<file path="src/rtl/booth_mul_seq.sv">
// Sequential radix-4 Booth multiplier: latches signed operands on op_start, retires
// one Booth digit per clock for WIDTH/2 clocks, then holds the 2*WIDTH-bit product.
module booth_mul_seq #(
    parameter int WIDTH = 64,
    parameter int CNT_W = 8
) (
    input  logic                 clk,
    input  logic                 reset,
    input  logic                 op_start,
    input  logic                 op_clear,
    input  logic [WIDTH-1:0]     multiplicand,
    input  logic [WIDTH-1:0]     multiplier,
    output logic                 op_busy,
    output logic                 op_done,
    output logic [2*WIDTH-1:0]   result,
    output logic [CNT_W-1:0]     cnt
);

    // Upper accumulator half carries two guard bits so that +/-2A never overflows.
    localparam int UW = WIDTH + 2;
    localparam logic [CNT_W-1:0] LAST_STEP = CNT_W'(WIDTH / 2 - 1);

    typedef enum logic [1:0] {
        IDLE = 2'd0,
        EXEC = 2'd1,
        DONE = 2'd2
    } state_t;

    state_t           state_reg;
    logic [UW-1:0]    upper_reg;
    logic [WIDTH-1:0] lower_reg;
    logic [WIDTH-1:0] a_reg;
    logic             prev_reg;
    logic [CNT_W-1:0] cnt_reg;
    logic             busy_reg;
    logic             done_reg;

    logic [2:0]       booth_code;
    logic [UW-1:0]    a_ext;
    logic [UW-1:0]    a2_ext;
    logic [UW-1:0]    addend;
    logic [UW-1:0]    upper_sum;
    logic [UW-1:0]    upper_next;
    logic [WIDTH-1:0] lower_next;

    assign a_ext      = {{2{a_reg[WIDTH-1]}}, a_reg};
    assign a2_ext     = {a_reg[WIDTH-1], a_reg, 1'b0};
    assign booth_code = {lower_reg[1:0], prev_reg};

    always_comb begin
        addend = '0;
        case (booth_code)
            3'b001, 3'b010: addend = a_ext;
            3'b011:         addend = a2_ext;
            3'b100:         addend = ~a2_ext + UW'(1);
            3'b101, 3'b110: addend = ~a_ext + UW'(1);
            default:        addend = '0;
        endcase
    end

    assign upper_sum  = upper_reg + addend;
    assign upper_next = {{2{upper_sum[UW-1]}}, upper_sum[UW-1:2]};

    // The two bits shifted out of the upper half enter the top of the lower half.
    genvar gi;
    generate
        for (gi = 0; gi < WIDTH - 2; gi++) begin : g_lower_shift
            assign lower_next[gi] = lower_reg[gi+2];
        end
    endgenerate
    assign lower_next[WIDTH-1:WIDTH-2] = upper_sum[1:0];

    always_ff @(posedge clk) begin
        if (reset || op_clear) begin
            state_reg <= IDLE;
            upper_reg <= '0;
            lower_reg <= '0;
            a_reg     <= '0;
            prev_reg  <= 1'b0;
            cnt_reg   <= '0;
            busy_reg  <= 1'b0;
            done_reg  <= 1'b0;
        end else begin
            case (state_reg)
                IDLE, DONE: begin
                    if (op_start) begin
                        state_reg <= EXEC;
                        a_reg     <= multiplicand;
                        upper_reg <= '0;
                        lower_reg <= multiplier;
                        prev_reg  <= 1'b0;
                        cnt_reg   <= '0;
                        busy_reg  <= 1'b1;
                        done_reg  <= 1'b0;
                    end
                end
                EXEC: begin
                    upper_reg <= upper_next;
                    lower_reg <= lower_next;
                    prev_reg  <= lower_reg[1];
                    cnt_reg   <= cnt_reg + CNT_W'(1);
                    if (cnt_reg == LAST_STEP) begin
                        state_reg <= DONE;
                        busy_reg  <= 1'b0;
                        done_reg  <= 1'b1;
                    end
                end
                default: begin
                    state_reg <= IDLE;
                    busy_reg  <= 1'b0;
                    done_reg  <= 1'b0;
                end
            endcase
        end
    end

    // Accumulator is zero whenever the FSM sits in IDLE, so result reads 0 there.
    assign result  = {upper_reg[WIDTH-1:0], lower_reg};
    assign cnt     = cnt_reg;
    assign op_busy = busy_reg;
    assign op_done = done_reg;

endmodule

</file>
<file path="config.mk">
export PLATFORM = sky130hd
export DESIGN_NAME = booth_mul_seq
export DESIGN_NICKNAME = d
export VERILOG_FILES = /design/src/rtl/booth_mul_seq.sv
export SDC_FILE = /design/constraint.sdc
export NUM_CORES = 1
export LEC_CHECK = 0
export ABC_CLOCK_PERIOD_IN_PS = 5900
export CORE_MARGIN = 2
export CORE_UTILIZATION = 35
export DETAILED_ROUTE_END_ITERATION = 8
export SYNTH_ARGS = -nofsm -noshare
export SYNTH_HDL_FRONTEND = slang
export SYNTH_SLANG_ARGS = --single-unit
</file>
<file path="constraint.sdc">
create_clock -name clk -period 5.9 [get_ports clk]
set_input_delay 1.475 -clock clk [delete_from_list [all_inputs] [get_ports clk]]
set_output_delay 1.475 -clock clk [all_outputs]
set_load 0.03 [all_outputs]
</file>
==> impl_metrics.tcl, run 1 <==
set metrics [dict create \
    critPathLaunchType "register" \
    h-tree-depth 1 \
    port_buffers 269 \
    crit_path_end_kind "register" \
    power_per_cell_area_nw_per_um2 206 \
    detail_route.drc_violations 0 \
    synth.yosys.seq_area_share 0.277 \
    globalRoute.totalOverflow 0 \
    regToRegEndpoint "upper_reg[64]" \
    power_frac_comb 0.173 \
    detailroute.via_count 15858 \
    r2r-start "a_reg[0]" \
    finalClockSkew_ns 0.0167 \
    grt_pass1_wl_um 84900 \
    place_congestion 0.927 \
    maximum_number_of_pins_on_one_net_before_global_route_repair 140 \
    preCtsSetupSlack_ns 0.000239 \
    drt_first_pass_iters 5 \
    first_global_vias 15379 \
    top_level_ports 270 \
    starting_density 0.353 \
    dpl.hpwl_um 40900 \
    seq_area_um2 4090 \
    critical-path-slowest-cell "sky130_fd_sc_hd__or4_1" \
    worst_slew_margin_rel 0.240 \
    floorplan_core_area_um2 41800 \
    critical_path.max_stage_delay_ns 0.57 \
    period_needed_ns 5.65 \
    clockBufferDepth 3 \
    fin_cells 2820 \
    asyncSetResetFlopFracSynth 0 \
    p_clk_frac 0.466 \
    post_route_cells_drive_above_1_share 0.0903 \
    clock_sink_count 204 \
    antenna_violations_before_repair 2 \
    synth_area_leader_cell "sky130_fd_sc_hd__dfxtp_1" \
    routed_wirelength_um 54900 \
    synth_cell_count_leaders "sky130_fd_sc_hd__nand2_1 (373), sky130_fd_sc_hd__a21oi_1 (214), sky130_fd_sc_hd__dfxtp_1 (204), sky130_fd_sc_hd__nor2_1 (161), sky130_fd_sc_hd__clkbuf_1 (137)" \
    synth_top_flop_cell "sky130_fd_sc_hd__dfxtp_1" \
    drt-wirelength-per-cell_um 19.5 \
    dr.first_iter.drc_count 1067 \
    final_antenna_net_count 0 \
    finalSetupViolations 0 \
    fin_tns_setup_ns 0 \
    finalWorstSetupSlack_ns 0.252 \
    measured_slew_at_the_worst_slew_check_pin_ns 1.14 \
    synth-seq-cells 204 \
    antenna-diode-count 0 \
    power.static_leakage_nw 7.49 \
    switching_power_mw 1.11 \
    synth_largest_type_area_fraction 0.277 \
    cts_made_buffers 26 \
    clkSlewWorstSetupHoldPaths_ns 0.07 \
    route.detailed.vias_per_inst 5.62 \
    min_from "lower_reg[60]" \
    cp_common_cell "sky130_fd_sc_hd__buf_4" \
    placed_cell_area_um2 18300 \
    worstPathCellList "buf_4, or4_1, nor3_1, buf_4, nand4b_1, or3_4, nor2_1, xnor2_1, a221oi_1, a31oi_1, ha_1, nand2_1, or4_4, or2_0, a311o_1, and3_4, o311a_1, nor2_4, o22ai_1, or3_1, a22o_1" \
    hp-class "register to register" \
    syn_to_final_growth_pct 31.8 \
    worst-path-max-fanout 6 \
    unrepaired_setup_endpoints_after_global_routing "no" \
    tritoncts "done" \
    critical_path_required_ns 6.37 \
    number_of_maximum_capacitance_violations 0 \
    nets 2461 \
    syn_avg_cell_area_um2 7.27 \
    multi_input_area_um2 10000 \
    report.final.slew_viol_count 0 \
    min_delay_worst_endpoint "lower_reg[60]" \
    core.rowCount 75 \
    clkLatencyLatePin_ns 0.57 \
    synthMostInstantiatedCell "sky130_fd_sc_hd__nand2_1" \
    maxClockFrequency_mhz 177 \
    final-hold-violation-count 0 \
    syn_inst 2026 \
    dieWidth_um 209 \
    cts_root_buf "sky130_fd_sc_hd__clkbuf_16" \
    finalCritPeriodShare 0.957 \
    whs_path_depth 2 \
    synth_nets 2226 \
    path_buf_inv 2 \
    yosysWarningCount 0 \
    synth.top_cells.by_area "sky130_fd_sc_hd__dfxtp_1 (28%), sky130_fd_sc_hd__nand2_1 (9.5%), sky130_fd_sc_hd__a21oi_1 (7.3%)" \
    stdcell_area_um2 19400 \
    cell_class_contributing_the_biggest_share_of_worst_path_delay "simple AND/OR/NAND/NOR gates" \
    placed_cells 2770 \
    post_synth_num_cell_types 80 \
    die-area_um2 43700 \
    fillerInstances 4164 \
    synth_edf_count 0 \
    status "finished, final reports clean" \
    power.ir.vdd_worst_v 0.000201 \
    die_height_um 209 \
    p_seq_frac 0.361 \
    synthesis.area_um2 14700 \
    r2r_slack_ns 0.25 \
    worstSetupPathType "register to register" \
    p_int_mw 2.89 \
    global_route.usage.total 0.243 \
    reg2reg_depth 21 \
    switching_share 0.277 \
    worstPathArrival_ns 6.12 \
]
## metrics by stage
stage | power, mW | hold WS (ns) | utilization
after floorplan | 1.87 | 0.462 | -
after global placement | 2.14 | 0.458 | 0.437
after detailed placement | 2.15 | 0.465 | 0.437
after CTS | 4.04 | 0.475 | 0.462
after global routing | 4.16 | 0.493 | 0.465
final | 4.00 | 0.474 | 0.465
## power groups by stage
stage | Combinational, mW | Sequential (mW) | Clock (mW)
5_1_grt | 0.752 | 1.45 | 1.96
6_report | 0.690 | 1.45 | 1.87
2_1_floorplan | 0.374 | 1.49 | 0
3_5_place_dp | 0.675 | 1.47 | 0
4_1_cts | 0.678 | 1.44 | 1.92
3_3_place_gp | 0.668 | 1.47 | 0
## worst min-delay path, stage by stage, from the launching register on
cell and delay, ns:
sky130_fd_sc_hd__dfxtp_1 0.32, sky130_fd_sc_hd__nand2_1 0.06, sky130_fd_sc_hd__a21oi_1 0.05
## metal layers
layer  global-route usage  vias to the layer above  routed length [um]
li1                     -                     7732                   -
met1                0.313                     7380               23400
met2                0.392                      643               24700
met3               0.0691                       99                5140
met4               0.0766                        4                1660
met5                    0                        -                  20
## layout make-up
type / count / share of cell area
Clock buffer: 36 / 0.0386
Clock inverter: 12 / 0.0135
Inverter: 31 / 0.00600
Multi-Input combinational cell: 1628 / 0.517
Sequential cell: 204 / 0.211
Tap cell: 539 / 0.0348
Timing Repair Buffer: 370 / 0.180
## worst max-delay path by stage
stage,slack [ns],endpoint,from,cells past startpoint
after global routing,0.02,upper_reg[64],a_reg[0],22
after CTS,0.02,upper_reg[64],a_reg[0],24
after detailed placement,0.0002,upper_reg[52],a_reg[0],26
after global placement,0.11,upper_reg[52],a_reg[0],26
final,0.25,upper_reg[64],a_reg[0],21
after floorplan,0.46,upper_reg[64],a_reg[0],23
## what timing repair did
item,4_1_cts,5_1_grt
hold buffers,0,0
setup endpoints to repair,3,24
pin swaps,0,10
buffers inserted,0,2
gates resized for setup,1,22
## cell families after synthesis
family	Yosys count	share of synthesized area
adder cells (fa/ha/maj)	68	0.0583
AO/OA/AOI/OAI	672	0.290
flip-flops	204	0.277
AND/OR/NAND/NOR	737	0.232
buffers and inverters	194	0.0516
XOR/XNOR	141	0.0839
multiplexers	10	0.00688
## layout by cell type (no fill, tap or decap), types with 64 or more instances in the layout
master and n:
sky130_fd_sc_hd__a21oi_1 214, sky130_fd_sc_hd__a22oi_1 130, sky130_fd_sc_hd__buf_4 98, sky130_fd_sc_hd__clkdlybuf4s50_1 269, sky130_fd_sc_hd__dfxtp_1 202, sky130_fd_sc_hd__ha_1 64, sky130_fd_sc_hd__nand2_1 373, sky130_fd_sc_hd__nor2_1 159
sky130_fd_sc_hd__o21ai_0 115, sky130_fd_sc_hd__xnor2_1 71, sky130_fd_sc_hd__xor2_1 70
Power figures use the tool's default switching activity.
==> run 2: changes to the inputs <==
Settings changed: SKIP_LAST_GASP set to 1.
==> results of run 2 <==
Same layout as run 1: the final DEF is identical, and so are final timing and power.
